$ cat src/rtl/rx_disp_pkg.sv
// Shared constants for the UART receive-and-display block.
// Segment patterns are active-low {g,f,e,d,c,b,a}.
package rx_disp_pkg;

  localparam int unsigned BAUD_9600   = 9600;
  localparam int unsigned BAUD_19200  = 19200;
  localparam int unsigned BAUD_57600  = 57600;
  localparam int unsigned BAUD_115200 = 115200;

  localparam logic [7:0] BYTE_CLEAR = 8'h1B;
  localparam logic [6:0] SEG_BLANK  = 7'h7F;

  localparam logic [6:0] SEG_HEX [16] = '{
    7'h40, 7'h79, 7'h24, 7'h30, 7'h19, 7'h12, 7'h02, 7'h78,
    7'h00, 7'h10, 7'h08, 7'h03, 7'h46, 7'h21, 7'h06, 7'h0E
  };

  typedef enum logic [1:0] {S_IDLE, S_START, S_DATA, S_STOP} rx_state_e;

  function automatic int unsigned baud_div(int unsigned clk_hz, logic [1:0] sel);
    int unsigned baud;
    case (sel)
      2'b00:   baud = BAUD_9600;
      2'b01:   baud = BAUD_19200;
      2'b10:   baud = BAUD_57600;
      default: baud = BAUD_115200;
    endcase
    return clk_hz / baud;
  endfunction

  // One shift-add-3 iteration: BCD digits in [19:8], binary shifting out of [7:0].
  function automatic logic [19:0] dd_step(logic [19:0] w);
    logic [19:0] a;
    a = w;
    for (int i = 0; i < 3; i++)
      if (a[8+4*i +: 4] >= 4'd5) a[8+4*i +: 4] = a[8+4*i +: 4] + 4'd3;
    return a << 1;
  endfunction

endpackage

$ cat src/rtl/rx_disp_gen_uart_rx_core.sv
// 8N1 UART receiver: two-flop synchroniser, baud down-counter and frame FSM.
// state   | meaning
// S_IDLE  | line idle, baud divisor tracks choose, waiting for falling edge
// S_START | half-bit wait, then confirm start bit is still low
// S_DATA  | sample 8 data bits LSB first, one bit period apart
// S_STOP  | sample stop bit, pulse valid or frame error
module uart_rx_core
  import rx_disp_pkg::*;
#(
  parameter int unsigned CLK_HZ = 50_000_000
) (
  input  logic       clk_i,
  input  logic       rst_i,
  input  logic       rx_i,
  input  logic [1:0] choose_i,
  output logic [7:0] byte_o,
  output logic       valid_o,
  output logic       frame_err_o
);

  localparam int unsigned CW = $clog2(CLK_HZ / BAUD_9600 + 1);

  rx_state_e     state_q, state_d;
  logic          rx_meta_q, rx_sync_q, rx_prev_q;
  logic [CW-1:0] div_q, div_d, cnt_q, cnt_d, div_sel;
  logic [2:0]    bit_q, bit_d;
  logic [7:0]    shift_q, shift_d;
  logic          valid_q, valid_d, ferr_q, ferr_d;

  assign div_sel     = CW'(baud_div(CLK_HZ, choose_i));
  assign byte_o      = shift_q;
  assign valid_o     = valid_q;
  assign frame_err_o = ferr_q;

  always_ff @(posedge clk_i) begin
    if (rst_i) begin
      rx_meta_q <= 1'b1;
      rx_sync_q <= 1'b1;
      rx_prev_q <= 1'b1;
      state_q   <= S_IDLE;
      div_q     <= '0;
      cnt_q     <= '0;
      bit_q     <= '0;
      shift_q   <= '0;
      valid_q   <= 1'b0;
      ferr_q    <= 1'b0;
    end else begin
      rx_meta_q <= rx_i;
      rx_sync_q <= rx_meta_q;
      rx_prev_q <= rx_sync_q;
      state_q   <= state_d;
      div_q     <= div_d;
      cnt_q     <= cnt_d;
      bit_q     <= bit_d;
      shift_q   <= shift_d;
      valid_q   <= valid_d;
      ferr_q    <= ferr_d;
    end
  end

  always_comb begin
    state_d = state_q;
    div_d   = div_q;
    cnt_d   = cnt_q;
    bit_d   = bit_q;
    shift_d = shift_q;
    valid_d = 1'b0;
    ferr_d  = 1'b0;
    if (state_q != S_IDLE && cnt_q != '0) cnt_d = cnt_q - 1'b1;
    case (state_q)
      S_IDLE: begin
        // divisor frozen from here on, so a mid-frame choose change is ignored
        div_d = div_sel;
        if (rx_prev_q && !rx_sync_q) begin
          state_d = S_START;
          cnt_d   = (div_sel >> 1) - 1'b1;
        end
      end
      S_START: begin
        if (cnt_q == '0) begin
          if (rx_sync_q) begin
            state_d = S_IDLE;
          end else begin
            state_d = S_DATA;
            cnt_d   = div_q - 1'b1;
            bit_d   = '0;
          end
        end
      end
      S_DATA: begin
        if (cnt_q == '0) begin
          shift_d = {rx_sync_q, shift_q[7:1]};
          bit_d   = bit_q + 1'b1;
          cnt_d   = div_q - 1'b1;
          if (bit_q == 3'd7) state_d = S_STOP;
        end
      end
      S_STOP: begin
        if (cnt_q == '0) begin
          state_d = S_IDLE;
          if (rx_sync_q) valid_d = 1'b1;
          else           ferr_d  = 1'b1;
        end
      end
      default: state_d = S_IDLE;
    endcase
  end

endmodule

$ cat src/rtl/rx_disp_gen.sv
// UART byte receiver driving a multiplexed 7-segment display, either as a
// hex history of recent bytes or as the last byte in decimal.
module rx_disp_gen
  import rx_disp_pkg::*;
#(
  parameter int unsigned CLK_HZ     = 50_000_000,
  parameter int unsigned NUM_DIGITS = 6,
  parameter int unsigned SCAN_DIV   = 50_000
) (
  input  logic                  clk,
  input  logic                  rst,
  input  logic                  rx_in,
  input  logic [1:0]            choose,
  input  logic                  mode,
  output logic [7:0]            seg,
  output logic [NUM_DIGITS-1:0] scan,
  output logic                  rx_valid,
  output logic                  frame_err
);

  localparam int unsigned HW = 4 * NUM_DIGITS;
  localparam int unsigned DW = $clog2(NUM_DIGITS);
  localparam int unsigned SW = $clog2(SCAN_DIV + 1);

  logic [7:0]            rx_byte;
  logic                  rx_vld, rx_ferr;
  logic [HW-1:0]         hist_q, hist_d;
  logic [7:0]            last_q, last_d;
  logic                  err_q, err_d;
  logic [19:0]           work_q, work_d;
  logic [3:0]            conv_q, conv_d;
  logic [11:0]           bcd_q, bcd_d;
  logic [SW-1:0]         tick_q, tick_d;
  logic [DW-1:0]         dig_q, dig_d;
  logic [7:0]            seg_q, seg_d;
  logic [NUM_DIGITS-1:0] scan_q, scan_d;
  logic [3:0]            nib;
  logic [6:0]            pat;

  uart_rx_core #(.CLK_HZ(CLK_HZ)) u_rx (
    .clk_i       (clk),
    .rst_i       (rst),
    .rx_i        (rx_in),
    .choose_i    (choose),
    .byte_o      (rx_byte),
    .valid_o     (rx_vld),
    .frame_err_o (rx_ferr)
  );

  assign rx_valid  = rx_vld;
  assign frame_err = rx_ferr;
  assign seg       = seg_q;
  assign scan      = scan_q;

  always_ff @(posedge clk) begin
    if (rst) begin
      hist_q <= '0;
      last_q <= '0;
      err_q  <= 1'b0;
      work_q <= '0;
      conv_q <= '0;
      bcd_q  <= '0;
      tick_q <= SW'(SCAN_DIV - 1);
      dig_q  <= '0;
      seg_q  <= 8'hFF;
      scan_q <= '1;
    end else begin
      hist_q <= hist_d;
      last_q <= last_d;
      err_q  <= err_d;
      work_q <= work_d;
      conv_q <= conv_d;
      bcd_q  <= bcd_d;
      tick_q <= tick_d;
      dig_q  <= dig_d;
      seg_q  <= seg_d;
      scan_q <= scan_d;
    end
  end

  always_comb begin
    nib = 4'(hist_q >> {dig_q, 2'b00});
    pat = SEG_BLANK;
    if (!mode)                                      pat = SEG_HEX[nib];
    else if (dig_q == DW'(0))                       pat = SEG_HEX[bcd_q[3:0]];
    else if (dig_q == DW'(1) && bcd_q[11:4] != '0)  pat = SEG_HEX[bcd_q[7:4]];
    else if (dig_q == DW'(2) && bcd_q[11:8] != '0)  pat = SEG_HEX[bcd_q[11:8]];
  end

  always_comb begin
    hist_d = hist_q;
    last_d = last_q;
    err_d  = err_q;
    work_d = work_q;
    conv_d = conv_q;
    bcd_d  = bcd_q;
    tick_d = tick_q - 1'b1;
    dig_d  = dig_q;
    seg_d  = seg_q;
    scan_d = scan_q;

    if (rx_ferr) err_d = 1'b1;
    if (rx_vld) begin
      err_d = 1'b0;
      if (rx_byte == BYTE_CLEAR) begin
        hist_d = '0;
        last_d = '0;
      end else begin
        hist_d = {hist_q[HW-9:0], rx_byte};
        last_d = rx_byte;
      end
      work_d = {12'd0, last_d};
      conv_d = 4'd8;
    end else if (conv_q != '0) begin
      // bcd_q keeps the previous value until the final iteration lands
      work_d = dd_step(work_q);
      conv_d = conv_q - 1'b1;
      if (conv_q == 4'd1) bcd_d = work_d[19:8];
    end

    if (tick_q == '0) begin
      tick_d = SW'(SCAN_DIV - 1);
      dig_d  = (dig_q == DW'(NUM_DIGITS - 1)) ? '0 : dig_q + 1'b1;
      scan_d = ~(NUM_DIGITS'(1) << dig_q);
      seg_d  = {~(err_q && dig_q == '0), pat};
    end
  end

endmodule

$ cat config.mk
export PLATFORM = sky130hd
export DESIGN_NAME = rx_disp_gen
export DESIGN_NICKNAME = d
export VERILOG_FILES = /design/src/rtl/rx_disp_pkg.sv /design/src/rtl/rx_disp_gen_uart_rx_core.sv /design/src/rtl/rx_disp_gen.sv
export SDC_FILE = /design/constraint.sdc
export NUM_CORES = 1
export LEC_CHECK = 0
export ABC_AREA = 1
export CORE_ASPECT_RATIO = 0.6
export CORE_UTILIZATION = 50
export DETAILED_ROUTE_END_ITERATION = 16
export PLACE_DENSITY = 0.77
export SETUP_SLACK_MARGIN = 0.15
export SYNTH_ARGS = -nofsm -noshare
export SYNTH_HDL_FRONTEND = slang
export SYNTH_SLANG_ARGS = --single-unit
$ cat constraint.sdc
create_clock -name clk -period 6.3 [get_ports clk]
set_input_delay 0.945 -clock clk [delete_from_list [all_inputs] [get_ports clk]]
set_output_delay 0.945 -clock clk [all_outputs]
set_load 0.005 [all_outputs]
==> results of run 1 <==
-- registers in the layout (all words and copies together), names as in the netlist, 3 cells and up, named ones only --
| register | count |
|---|---|
| conv_q | 4 |
| work_q | 20 |
| tick_q | 16 |
| u_rx.bit_q | 3 |
| scan | 6 |
| hist_q | 24 |
| u_rx.byte_o | 8 |
| dig_q | 3 |
| u_rx.cnt_q | 13 |
| seg | 8 |
| u_rx.div_q | 10 |
| bcd_q | 12 |
-- per-layer routing --
metal | up-vias | global-route usage | wire (um) | part of all wire
met4 | 0 | 0.0713 | 219 | 0.010
li1 | 4120 | - | - | -
met3 | 32 | 0.0660 | 2110 | 0.096
met5 | - | 0 | 0 | 0
met1 | 3723 | 0.402 | 11100 | 0.51
met2 | 329 | 0.374 | 8530 | 0.39
-- placed cells by master (no fill, tap or decap), types with 17 or more instances in the layout --
cell type / n
buf_4: 78
o22ai_1: 31
nand3_1: 56
nor2_1: 121
dfxtp_1: 135
o21ai_0: 90
clkbuf_16: 17
nand2_1: 192
ha_1: 55
clkdlybuf4s50_1: 18
inv_1: 159
a21oi_1: 95
-- cells by family after synthesis --
| logic type | count (synthesis) | share of synthesized area |
|---|---|---|
| AOI/OAI and AO/OA | 305 | 0.225 |
| xor gates and xnor gates | 22 | 0.0235 |
| adders and majority gates | 63 | 0.0959 |
| buffers and inverters | 208 | 0.0975 |
| DFF | 135 | 0.329 |
| and+or+nand+nor | 435 | 0.229 |
-- stage by stage --
| stage | power (mW) | TNS, ns |
|---|---|---|
| final | 3.31 | 0 |
| after global routing | 3.52 | -0.307 |
| after CTS | 3.26 | 0 |
| after detailed placement | 2.19 | -1.20 |
| after global placement | 2.16 | -0.719 |
| after floorplan | 1.90 | 0 |
-- repair_timing --
action | in CTS | in global routing
pin swaps | 18 | 35
setup endpoints to repair | 2 | 2
gates cloned | 0 | 0
resized for setup | 18 | 23
buffers inserted | 11 | 6
-- worst paths after layout --
check | start | endpoint | cells after the start
setup / recovery | choose[0] | u_rx.div_q[0] | 53
hold / removal | tick_q[0] | tick_q[0] | 1
setup reg to reg | u_rx.cnt_q[7] | u_rx.cnt_q[11] | 16
hold reg to reg | tick_q[0] | tick_q[0] | 1
-- critical path, delay by kind of cell --
kind,cells,cell delay [ns]
AO/OA/AOI/OAI,9,0.98
buffers and inverters,8,0.68
adder cells (fa/ha/maj),5,1.18
AND/OR/NAND/NOR,31,2.51
-- layout make-up --
cell class | count | area share
Clock buffer | 19 | 0.0445
Clock inverter | 13 | 0.0182
Inverter | 176 | 0.0683
Tap cell | 203 | 0.0255
Sequential cell | 135 | 0.272
Timing Repair Buffer | 101 | 0.0818
Multi-Input combinational cell | 825 | 0.490
-- power groups by stage --
stage | Clock [mW] | Sequential [mW] | Combinational (mW)
global route | 1.10 | 1.10 | 1.32
finish | 1.05 | 1.08 | 1.18
floorplan | 0 | 1.05 | 0.852
global placement | 0 | 1.09 | 1.07
CTS | 1.06 | 1.08 | 1.12
detailed placement | 0 | 1.10 | 1.09
==> impl_metrics.prom, run 1 <==
# TYPE chip_impl_metric gauge
chip_impl_info{name="status",value="complete, no violations"} 1
chip_impl_metric{name="skew",unit="ns"} 0.0146
chip_impl_info{name="timing.setup.critical_path_class",value="input port to register"} 1
chip_impl_metric{name="cts-htree-levels",unit=""} 4
chip_impl_metric{name="gp_congestion",unit=""} 0.916
chip_impl_metric{name="yosys_warning_total",unit=""} 0
chip_impl_metric{name="share_clk_of_total_power",unit=""} 0.317
chip_impl_info{name="synth_top_cells_by_area",value="dfxtp_1, ha_1, nand2_1"} 1
chip_impl_metric{name="grt_antenna_before_repair",unit=""} 0
chip_impl_info{name="netlist_top_cells_count",value="nand2_1, inv_1, dfxtp_1, nor2_1, a21oi_1"} 1
chip_impl_metric{name="first_global_vias",unit=""} 7461
chip_impl_info{name="yosys_most_used_dff",value="dfxtp_1"} 1
chip_impl_metric{name="sequential_cell_area",unit="um2"} 2700
chip_impl_metric{name="numClockSinks",unit=""} 135
chip_impl_metric{name="synthesis.nets",unit=""} 1237
chip_impl_metric{name="layout_worst_path_cycle_share",unit=""} 0.957
chip_impl_info{name="setup_repair_after_global_routing_missed_its_margin",value="yes"} 1
chip_impl_metric{name="cp.arrival",unit="ns"} 6.34
chip_impl_metric{name="final_net_count",unit=""} 1325
chip_impl_metric{name="fin_worst_hold_slack",unit="ns"} 0.393
chip_impl_metric{name="place_inst",unit=""} 1423
chip_impl_metric{name="boundaryPins",unit=""} 22
chip_impl_metric{name="synthesis.instances",unit=""} 1168
chip_impl_info{name="crit_path_start_kind",value="input port"} 1
chip_impl_metric{name="detailed_place_hpwl",unit="mm"} 16.0
chip_impl_metric{name="worst_skew_pair.late_latency",unit="ns"} 0.42
chip_impl_metric{name="required",unit="ns"} 6.62
chip_impl_metric{name="p_per_area",unit="nW/um2"} 333
chip_impl_metric{name="floorplan.die.height",unit="um"} 101
chip_impl_metric{name="finalSetupViolCount",unit=""} 0
chip_impl_metric{name="pwr-share-seq",unit=""} 0.328
chip_impl_metric{name="clk_transition_reported_paths",unit="ns"} 0.07
chip_impl_metric{name="cts-root-to-sink-buffers",unit=""} 2
chip_impl_metric{name="drive_gt1_frac",unit=""} 0.142
chip_impl_metric{name="drtAntennaViolNets",unit=""} 0
chip_impl_metric{name="timing.slew.headroom",unit=""} 0.430
chip_impl_info{name="crit_path_frequent_cell",value="nand2_1"} 1
chip_impl_metric{name="grt.total_usage",unit=""} 0.267
chip_impl_metric{name="layout.cell_area.non_filler",unit="um2"} 9950
chip_impl_metric{name="area_growth_syn_to_layout",unit="%"} 21.1
chip_impl_metric{name="global_route_wire_length_before_repair",unit="mm"} 36.5
chip_impl_metric{name="fin_crit",unit="ns"} 6.03
chip_impl_metric{name="placement.cell_area",unit="um2"} 9090
chip_impl_metric{name="seq_area_frac_synth",unit=""} 0.329
chip_impl_metric{name="timing.final.ws_setup",unit="ns"} 0.273
chip_impl_metric{name="fin_max_slew_vios",unit=""} 0
chip_impl_info{name="worst_setup_path_end_kind",value="register"} 1
chip_impl_metric{name="r2r_setup_slack",unit="ns"} 3.13
chip_impl_metric{name="internal_power",unit="mW"} 2.02
chip_impl_metric{name="route.vias.total",unit=""} 8204
chip_impl_metric{name="die_width",unit="um"} 167
chip_impl_metric{name="synth_enable_flop_cells",unit=""} 0
chip_impl_metric{name="max_cap_viol_count",unit=""} 0
chip_impl_metric{name="initial_cell_density_of_the_core",unit=""} 0.524
chip_impl_metric{name="largest_voltage_drop_on_the_vdd_net",unit="mV"} 0.215
chip_impl_metric{name="total_core_area",unit="um2"} 15700
chip_impl_metric{name="ys_types",unit=""} 55
chip_impl_metric{name="finalWirelength",unit="mm"} 22.0
chip_impl_info{name="synth_largest_area_cell",value="dfxtp_1"} 1
chip_impl_metric{name="drt_first_iter_violations",unit=""} 888
chip_impl_info{name="worst_hold_path_type",value="register to register"} 1
chip_impl_info{name="clock_tree.root_cell",value="clkbuf_16"} 1
chip_impl_metric{name="post_drt_via_cell_ratio",unit=""} 5.57
chip_impl_metric{name="p_leak",unit="nW"} 4.31
chip_impl_metric{name="stdcell_count",unit=""} 1472
chip_impl_metric{name="syn_area_per_cell",unit="um2"} 7.03
chip_impl_metric{name="layout.filler_cells",unit=""} 1327
chip_impl_metric{name="fp-row-count",unit=""} 35
chip_impl_metric{name="cts_hold_repair.buffers",unit=""} 0
chip_impl_metric{name="buffer_ports.inserted",unit=""} 21
chip_impl_info{name="tritoncts",value="yes"} 1
chip_impl_metric{name="tightestPinTransition",unit="ns"} 0.852
chip_impl_info{name="timing.critical_path.slowest_stage_cell",value="ha_1"} 1
chip_impl_metric{name="die_area",unit="um2"} 17000
chip_impl_metric{name="drt-wirelength-per-cell",unit="um"} 14.9
chip_impl_metric{name="drc",unit=""} 0
chip_impl_metric{name="detail_route.first_pass.iterations",unit=""} 6
chip_impl_metric{name="multiInputGateArea",unit="um2"} 4870
chip_impl_metric{name="sw_frac_of_total",unit=""} 0.390
chip_impl_metric{name="netSwitchingPower",unit="mW"} 1.29
chip_impl_metric{name="place_ws",unit="ns"} -0.607
chip_impl_metric{name="path_max_fanout",unit=""} 13
chip_impl_metric{name="pwr-share-comb",unit=""} 0.355
chip_impl_metric{name="syn-cell-area",unit="um2"} 8220
chip_impl_metric{name="async_reset_ff_frac",unit=""} 0
chip_impl_metric{name="finish.utilization",unit=""} 0.635
chip_impl_metric{name="synth_top_area_share",unit=""} 0.329
chip_impl_metric{name="yosys_register_bits",unit=""} 135
chip_impl_info{name="synth.most_common_cell",value="nand2_1"} 1
chip_impl_metric{name="antenna-diode-count",unit=""} 0
chip_impl_metric{name="grt_start_max_net_pins",unit=""} 50
chip_impl_metric{name="top_achievable_clock_speed",unit="MHz"} 166
chip_impl_metric{name="critical-path-max-stage-delay",unit="ns"} 0.29
chip_impl_metric{name="cts_buffer_count",unit=""} 17
chip_impl_metric{name="timing_hold_violations_final",unit=""} 0
chip_impl_metric{name="grt_overflow",unit=""} 0
Note: power is estimated with default switching activity, not from simulation.
==> run 2: changes to the inputs <==
HOLD_SLACK_MARGIN = 0.06   (was unset)
==> results of run 2 <==
Final layout, timing and power as in run 1 (identical DEF).
